[config.mk]
export PLATFORM = sky130hd
export DESIGN_NAME = icache_responder
export DESIGN_NICKNAME = d
export VERILOG_FILES = /design/src/rtl/icache_responder.sv
export SDC_FILE = /design/constraint.sdc
export NUM_CORES = 1
export LEC_CHECK = 0
export BUFFER_PORTS_ARGS = -buffer_cell sky130_fd_sc_hd__buf_2
export CAP_MARGIN = 0
export CORE_UTILIZATION = 52
export CTS_BUF_LIST = sky130_fd_sc_hd__clkbuf_4 sky130_fd_sc_hd__clkbuf_8 sky130_fd_sc_hd__clkbuf_16
export CTS_CLUSTER_SIZE = 25
export DETAILED_ROUTE_END_ITERATION = 10
export PLACE_DENSITY = 0.69
export SLEW_MARGIN = 40
export SYNTH_ARGS = -nofsm -noshare
export SYNTH_HDL_FRONTEND = slang
export SYNTH_SLANG_ARGS = --single-unit
[constraint.sdc]
create_clock -name CLK -period 5.9 [get_ports CLK]
set_clock_uncertainty 0.05 [all_clocks]
set_input_delay 0.885 -clock CLK [delete_from_list [all_inputs] [get_ports CLK]]
set_output_delay 0.885 -clock CLK [all_outputs]
set_load 0.03 [all_outputs]
[src/rtl/icache_responder.sv]
`default_nettype none
// icache_responder: direct-mapped instruction cache with one 32-bit word per line.
// Lookups hit with zero latency; misses fetch one word over a stall-style RAM port.
module icache_responder #(
  parameter int SETS  = 16,
  parameter int IDX_W = $clog2(SETS),
  parameter int TAG_W = 30 - IDX_W
) (
  input  logic        CLK,
  input  logic        nRST,
  input  logic        dp_imemREN,
  input  logic [31:0] dp_imemaddr,
  output logic        dp_ihit,
  output logic [31:0] dp_imemload,
  output logic        ram_iREN,
  output logic [31:0] ram_iaddr,
  input  logic        ram_iwait,
  input  logic [31:0] ram_iload,
  output logic [31:0] hit_count,
  output logic [31:0] miss_count
);

  typedef enum logic [0:0] {
    IDLE  = 1'b0,
    FETCH = 1'b1
  } state_t;

  state_t           state;
  state_t           state_nxt;
  logic [SETS-1:0]  valid;
  logic [TAG_W-1:0] tags [SETS];
  logic [31:0]      data [SETS];
  logic [29:0]      miss_addr;

  logic [IDX_W-1:0] req_idx;
  logic [TAG_W-1:0] req_tag;
  logic [IDX_W-1:0] fill_idx;
  logic [TAG_W-1:0] fill_tag;
  logic             hit;
  logic             miss;
  logic             fill;
  logic             unused_addr_bits;

  assign req_idx          = dp_imemaddr[IDX_W+1:2];
  assign req_tag          = dp_imemaddr[31:IDX_W+2];
  assign fill_idx         = miss_addr[IDX_W-1:0];
  assign fill_tag         = miss_addr[29:IDX_W];
  assign unused_addr_bits = ^dp_imemaddr[1:0];

  // A fill completes whenever data returns, even if the datapath has already
  // dropped its request; an abort only happens while memory is still busy.
  always_comb begin
    state_nxt = state;
    hit       = 1'b0;
    miss      = 1'b0;
    fill      = 1'b0;
    ram_iREN  = 1'b0;
    case (state)
      IDLE: begin
        hit  = dp_imemREN && valid[req_idx] && (tags[req_idx] == req_tag);
        miss = dp_imemREN && !hit;
        if (miss) state_nxt = FETCH;
      end
      FETCH: begin
        if (!ram_iwait) begin
          ram_iREN  = 1'b1;
          fill      = 1'b1;
          state_nxt = IDLE;
        end else if (!dp_imemREN) begin
          state_nxt = IDLE;
        end else begin
          ram_iREN = 1'b1;
        end
      end
      default: state_nxt = IDLE;
    endcase
  end

  assign dp_ihit     = hit;
  assign dp_imemload = hit ? data[req_idx] : 32'd0;
  assign ram_iaddr   = {miss_addr, 2'b00};

  always_ff @(posedge CLK or negedge nRST) begin
    if (!nRST) begin
      state      <= IDLE;
      valid      <= '0;
      miss_addr  <= '0;
      hit_count  <= '0;
      miss_count <= '0;
    end else begin
      state <= state_nxt;
      if (hit) hit_count <= hit_count + 32'd1;
      if (miss) begin
        miss_count <= miss_count + 32'd1;
        miss_addr  <= dp_imemaddr[31:2];
      end
      if (fill) valid[fill_idx] <= 1'b1;
    end
  end

  // Tag and data storage carry no reset; the valid bits guard them.
  always_ff @(posedge CLK) begin
    if (fill) begin
      tags[fill_idx] <= fill_tag;
      data[fill_idx] <= ram_iload;
    end
  end

endmodule
`default_nettype wire
==> run metrics, run 1 <==
Setup TNS=0 ns; fin cells=about 3.3k; synth warn=0; Worst Setup Path Type=input pin to output port; min Tclk post-route=roughly 5.6 ns; Final period util=0.956; Top delay family on crit path=buffers and inverters; Die ar.=around 80,000 um^2; Yosys cell types=slightly above 60; share of cells above drive strength 1=0.340; num rows=between 100 and 150; outcome=finished, final reports clean; Relative slew margins=0.434; dpl hpwl=50,400 um; Crit. End Element=output port; actual slew at the worst max-slew pin=around 0.85 ns; CTS tree=yes; H-tree depth=3; CTS sink count=approximately 1.0k; Clock Tree Buf Depth=3; required time worst endpoint=4.97 ns; synthesized area per cell=between 20 and 25 um^2; Num CTS Buffers=approximately 100; Final Instance Area=about 47,000 um^2; Final Hold Fails=0; worst-skew pair later-pin latency=roughly 0.67 ns; Arr. time, crit path=approximately 4.7 ns; Vias/cell=approximately 6.0; Yosys reg bits=approximately 1.0k; io pins=a little under 200; total core area=around 78,000 um^2; Root Buffer=clkbuf_16; netlist area before placement=approximately 40,000 um^2; crit-path cells=buf_8 -> buf_4 -> mux4_2 -> mux2i_1 -> o22ai_1 -> xor2_1 -> nor4_2 -> nand4_1 -> or4_2 -> buf_4 -> nor2b_1 -> buf_2; Vias=about 20k; CP dominant cell by count=buf_4; vias in the first global route=20.6k; leakage=about 16 nW; Peak supply drop=between 0.0002 and 0.0003 V; GR Util All Layers=0.238; CP Launch Type=input pin; number of synthesized flops with an enable pin=928; GP Congestion=between 0.7 and 0.8; Vert. Die Dim=~280 um; grt total ovfl=0; IO buf count=193; RSZ-0062 raised after global routing=false; placed insts=between 3k and 4k; DR iter-0 viols=roughly 1.8k; post-DR wirelength/cell=~28 um; Synth Flop Type=edfxtp_1; Cells after Synth=1,930; asr flop ratio synth=0.107; Area after DPL=43,400 um^2; crit path launch=dp_imemaddr[2]; hold crit path type=input pin to asynchronous set/reset pin; Initial Util=0.526; # DRC=0; Pre-Repair DR Iteration Count=6; Critical Path Slowest Stage Cell=or4_2; initial antenna violation count=9; max incr delay on CP=0.60 ns; WL final=~92,000 um; CTS clk-pin slew, worst paths=roughly 0.06 ns; Slew Limit Fails=0; final setup violation count=0; Max-Cap Viols=0; reg2reg start=tags[15][11]$_DFFE_PP_; post-CTS setup buffers=0; FMAX=roughly 180 MHz; Die Wd=282 um; Crit Path Max Fanout=between 50 and 60; Synth-to-Final Area Change=14.4%; sequential share of the synthesized area=0.751; Buf+Inv Stages, Crit Path=4; pin count of the biggest net entering global routing=between 60 and 70; global-route wire length before repair=approximately 140,000 um; Antenna Nets Post-Route=0; Power Density=roughly 340 nW/um^2; Nets=approximately 2.3k; final hold slack=approximately 0.054 ns
==> power by group <==
group	internal, W	switching [W]	leakage [nW]
logic	0.000448	0.000668	4.48
registers	0.00832	0.000216	9.72
clock network	0.00366	0.00271	1.65
==> layout make-up <==
cell class	instances	area, um^2
clock buffer	136	2850
timing repair buffer	255	1630
multi-input combinational	780	9730
antenna	5	12.5
tap	1040	1300
fill	5556	30900
sequential	1039	30600
inverter	17	65.1
clock inverter	49	437
==> registers in the layout (all words and copies together) (netlist names) <==
register and flops:
hit_count 32, data 512, tags 416, miss_addr 30, state 1, miss_count 32
valid 16
==> Yosys cell counts (3+ instances only) <==
cell / count / area [um^2]
buf_2: 19 / 95.1
nand3b_1: 3 / 22.5
mux4_2: 254 / 5720
nor2_1: 41 / 154
buf_6: 7 / 78.8
nor3_1: 23 / 115
nand3_1: 21 / 105
o211ai_1: 3 / 22.5
a21oi_1: 5 / 25.0
or2_2: 19 / 119
o22ai_1: 8 / 50.1
nor3_2: 9 / 90.1
edfxtp_1: 928 / 27900
nor2b_1: 40 / 250
buf_4: 14 / 105
nand2_1: 38 / 143
dfrtp_1: 111 / 2780
nor4_1: 23 / 144
and3_1: 9 / 56.3
and2_1: 4 / 25.0
a22o_1: 7 / 61.3
nand2b_1: 8 / 50.1
or3_1: 5 / 31.3
nand4_1: 19 / 119
mux2i_1: 56 / 561
mux2_2: 41 / 462
buf_1: 19 / 71.3
nor4b_1: 4 / 35.0
inv_1: 15 / 56.3
xnor2_1: 21 / 184
a22oi_1: 6 / 45.0
o21ai_0: 6 / 30.0
xor2_1: 71 / 622
a221oi_2: 3 / 45.0
clkbuf_1: 36 / 135
==> metrics by stage <==
stage | power [W] | setup WS [ns] | utilization
after floorplan | 0.00935 | 0.0814 | -
after global placement | 0.00977 | 0.186 | 0.558
after detailed placement | 0.00982 | 0.167 | 0.559
after CTS | 0.0161 | 0.139 | 0.601
after global routing | 0.0165 | 0.0509 | 0.601
final | 0.0160 | 0.257 | 0.601
==> cells by family after synthesis <==
logic type               count (synthesis)  share of synthesized area
other                                    1                  0.0000919
AO/OA/AOI/OAI                           54                     0.0102
XOR/XNOR                                92                     0.0198
AND/OR/NAND/NOR                        278                     0.0389
adder cells (fa/ha/maj)                  2                   0.000613
flip-flops                            1039                      0.751
buffers and inverters                  112                     0.0135
multiplexers                           352                      0.166
==> final timing paths <==
| kind | endpoint | slack [ns] | cells after the start |
|---|---|---|---|
| hold / removal | miss_count[23]$_DFFE_PN0P_ | 0.05 | 1 |
| hold reg to reg | hit_count[31]$_DFFE_PN0P_ | 0.41 | 1 |
| min in group CLK | hit_count[31]$_DFFE_PN0P_ | 0.41 | 1 |
| setup / recovery | dp_imemload[20] | 0.26 | 12 |
| setup reg to reg | miss_addr[20]$_DFFE_PN0P_ | 2.14 | 8 |
| max in group asynchronous | hit_count[6]$_DFFE_PN0P_ | 4.67 | 2 |
==> routing by layer <==
| layer | vias up | part of all wire | global-route usage |
|---|---|---|---|
| li1 | 8438 | - | - |
| met1 | 10700 | 0.40 | 0.320 |
| met4 | 4 | 0.025 | 0.0754 |
| met2 | 707 | 0.51 | 0.399 |
| met3 | 143 | 0.062 | 0.0398 |
| met5 | - | 0.00025 | 0 |
==> repair_timing <==
action	in CTS	in global routing
endpoints found under the hold margin	0	0
gates resized for setup	0	1
hold buffers	0	0
endpoints found under the setup margin	0	29
==> layout by cell type (no fill, tap or decap), drive strengths merged, types with 5 or more instances in the layout <==
cell type	count
diode	5
nor4	25
clkinv	35
a22oi	6
a22o	7
nand3	21
nand2	38
xnor2	21
nand4	19
o22ai	8
a21oi	5
nand2b	8
nor2	41
o21ai	8
and3	9
clkbuf	136
or2	19
nor3	32
mux4	254
buf	255
edfxtp	928
bufinv	6
nor2b	40
or3	5
mux2	42
inv	23
dfrtp	111
xor2	71
mux2i	56
Note: power is estimated with default switching activity, not from simulation.
==> run 2: changes to the inputs <==
PLACE_DENSITY = default   (was 0.69)
PLACE_DENSITY_LB_ADDON = 0.05   (was default)
TNS_END_PERCENT = 100   (was default)
==> run 2 against run 1 <==
Against the previous run:
- design area increased by 0.83%
- largest cell class unchanged
- largest power group unchanged
- setup slack improved by 0.029 ns
- critical path type unchanged
- via count decreased by 1.5%
==> run metrics, run 2 (synthesis results as in run 1) <==
Root Buffer=clkbuf_16 (unchanged); total core area=77,600 um^2 (unchanged); pin count of the biggest net entering global routing=129 (was 63); final setup violation count=0 (unchanged); final hold slack=0.153 ns (was 0.0541 ns); outcome=finished, final reports clean (unchanged); Relative slew margins=0.419 (was 0.434); vias in the first global route=20.8k (was 20.6k); pre-CTS setup slack=0.285 ns (was 0.167 ns); Antenna Nets Post-Route=0 (unchanged); Final period util=0.951 (was 0.956); Crit. End Element=output port (unchanged); Vert. Die Dim=282 um (unchanged); leakage=16.0 nW (was 15.9 nW); commonest non-fill, non-tap cell in the layout=edfxtp_1 (unchanged); H-tree depth=3 (unchanged); Final Instance Area=47,100 um^2 (was 46,700 um^2); IO buf count=193 (unchanged); FMAX=178 MHz (was 177 MHz); Nets=2,268 (was 2,264); crit-path cells=buf_8 -> nor2b_1 -> buf_4 -> a21oi_1 -> o2bb2ai_1 -> xor2_1 -> nor4_1 -> nand4_1 -> or4_2 -> buf_12 -> nor2b_1 -> buf_2 (was buf_8 -> buf_4 -> mux4_2 -> mux2i_1 -> o22ai_1 -> xor2_1 -> nor4_2 -> nand4_1 -> or4_2 -> buf_4 -> nor2b_1 -> buf_2); post-DR wirelength/cell=28.3 um (was 27.8 um); Vias=19.7k (was 20.0k); min Tclk post-route=5.61 ns (was 5.64 ns); Largest Register=data (unchanged); placed insts=3,129 (was 3,131); Vias/cell=5.91 (was 6.02); num rows=102 (unchanged); GP Congestion=0.778 (was 0.796); Setup TNS=0 ns (unchanged); r2r setup slk=2.30 ns (was 2.14 ns); hold crit path type=input pin to asynchronous set/reset pin (unchanged); Synth-to-Final Area Change=15.4% (was 14.4%); GR Util All Layers=0.244 (was 0.238); Clock Tree Buf Depth=3 (unchanged); Initial Util=0.526 (unchanged); global-route wire length before repair=138,000 um (was 136,000 um); max incr delay on CP=0.62 ns (was 0.60 ns); share of cells above drive strength 1=0.343 (was 0.340); Area after DPL=43,400 um^2 (about the same); RSZ-0062 raised after global routing=false (unchanged); Critical Path Slowest Stage Cell=nor2b_1 (was or4_2); number of flip-flops in the largest register=512 (unchanged); Die ar.=79,600 um^2 (unchanged); Final WS setup=0.286 ns (was 0.257 ns); # DRC=0 (unchanged); initial antenna violation count=6 (was 9); io pins=198 (unchanged); actual slew at the worst max-slew pin=0.872 ns (was 0.850 ns); post-CTS setup buffers=0 (unchanged); Worst Setup Path Type=input pin to output port (unchanged); fillers=5,600 (was 5,556); CP Launch Type=input pin (unchanged); reg2reg start=tags[1][0]$_DFFE_PP_ (was tags[15][11]$_DFFE_PP_); CTS sink count=1,039 (unchanged); DR iter-0 viols=1,608 (was 1,794); CTS clk-pin slew, worst paths=0.06 ns (about the same); Power Density=350 nW/um^2 (was 343 nW/um^2); worst-skew pair later-pin latency=0.66 ns (was 0.67 ns); Crit Path Max Fanout=58 (was 57); path depth of the worst reg2reg path=10 (was 8); CP dominant cell by count=nor2b_1 (was buf_4); fin cells=3,333 (was 3,321); WL final=94,200 um (was 92,300 um); Critical R2R Capture=hit_count[5]$_DFFE_PN0P_ (was miss_addr[20]$_DFFE_PN0P_); Max-Cap Viols=0 (unchanged); CTS tree=yes (unchanged); Slew Limit Fails=0 (unchanged); grt total ovfl=0 (unchanged); post-CTS resize count=0 (unchanged); biggest regs=data (512), tags (416) (unchanged); Num CTS Buffers=107 (was 101); Pre-Repair DR Iteration Count=5 (was 6); hold buffers post-CTS=0 (unchanged); most frequent cells in the layout=edfxtp_1 (928), mux4_2 (254), buf_2 (189) (unchanged); required time worst endpoint=4.97 ns (about the same); Die Wd=282 um (unchanged); Peak supply drop=0.000285 V (was 0.000294 V); Arr. time, crit path=4.68 ns (was 4.71 ns); Final Hold Fails=0 (unchanged); dpl hpwl=48,900 um (was 50,400 um)
run 2: cell count changes in the layout (fill, tap and decap cells not counted), moves of 3 or more:
cell | before | now
inv_16 | 3 | 0
clkbuf_8 | 9 | 1
bufinv_16 | 6 | 12
clkbuf_4 | 26 | 31
buf_12 | 9 | 17
buf_4 | 49 | 39
clkinvlp_4 | 2 | 5
clkinv_8 | 0 | 4
clkbuf_16 | 101 | 108
run 2: per-layer routing:
layer	GRT usage	vias to the layer above	part of all wire
li1	-	8488	-
met1	0.322	10600	0.40
met2	0.418	487	0.52
met3	0.0358	142	0.050
met4	0.0772	8	0.028
met5	0	-	0.00052
run 2: area by class of cell:
class,instances,area [um^2],share of cell area
Antenna cell,3,7.51,0.000160
Clock buffer,140,2950,0.0627
Clock inverter,61,654,0.0139
Inverter,17,65.1,0.00138
Multi-Input combinational cell,780,9720,0.207
Sequential cell,1039,30600,0.651
Tap cell,1040,1300,0.0277
Timing Repair Buffer,253,1710,0.0364
run 2: power by group:
group / internal, W / switching, W / total, W
registers: 0.00832 / 0.000219 / 0.00854
logic: 0.000453 / 0.000662 / 0.00112
clock network: 0.00405 / 0.00275 / 0.00680
total: 0.0128 / 0.00363 / 0.0165
run 2: metrics by stage:
| step | total power [W] | util |
|---|---|---|
| floorplan | 0.00935 | - |
| global placement | 0.00979 | 0.559 |
| detailed placement | 0.00983 | 0.560 |
| CTS | 0.0166 | 0.606 |
| global route | 0.0170 | 0.606 |
| finish | 0.0165 | 0.606 |
run 2: how the worst max path moves through the flow:
stage | from | endpoint | slack [ns] | depth (start not counted)
after floorplan | ram_iwait | valid[3]$_DFFE_PN0P_ | 0.08 | 4
after global placement | dp_imemaddr[3] | dp_imemload[8] | 0.32 | 12
after detailed placement | dp_imemaddr[3] | dp_imemload[29] | 0.29 | 12
after CTS | dp_imemaddr[3] | dp_imemload[12] | 0.26 | 12
after global routing | dp_imemaddr[3] | dp_imemload[6] | 0.09 | 13
final | dp_imemaddr[4] | dp_imemload[6] | 0.29 | 12
run 2: critical path, delay by kind of cell:
kind / cells / cell delay, ns
xor+xnor: 1 / 0.16
simple gates: 5 / 2.21
buf+inv: 4 / 1.12
compound gates: 2 / 0.22
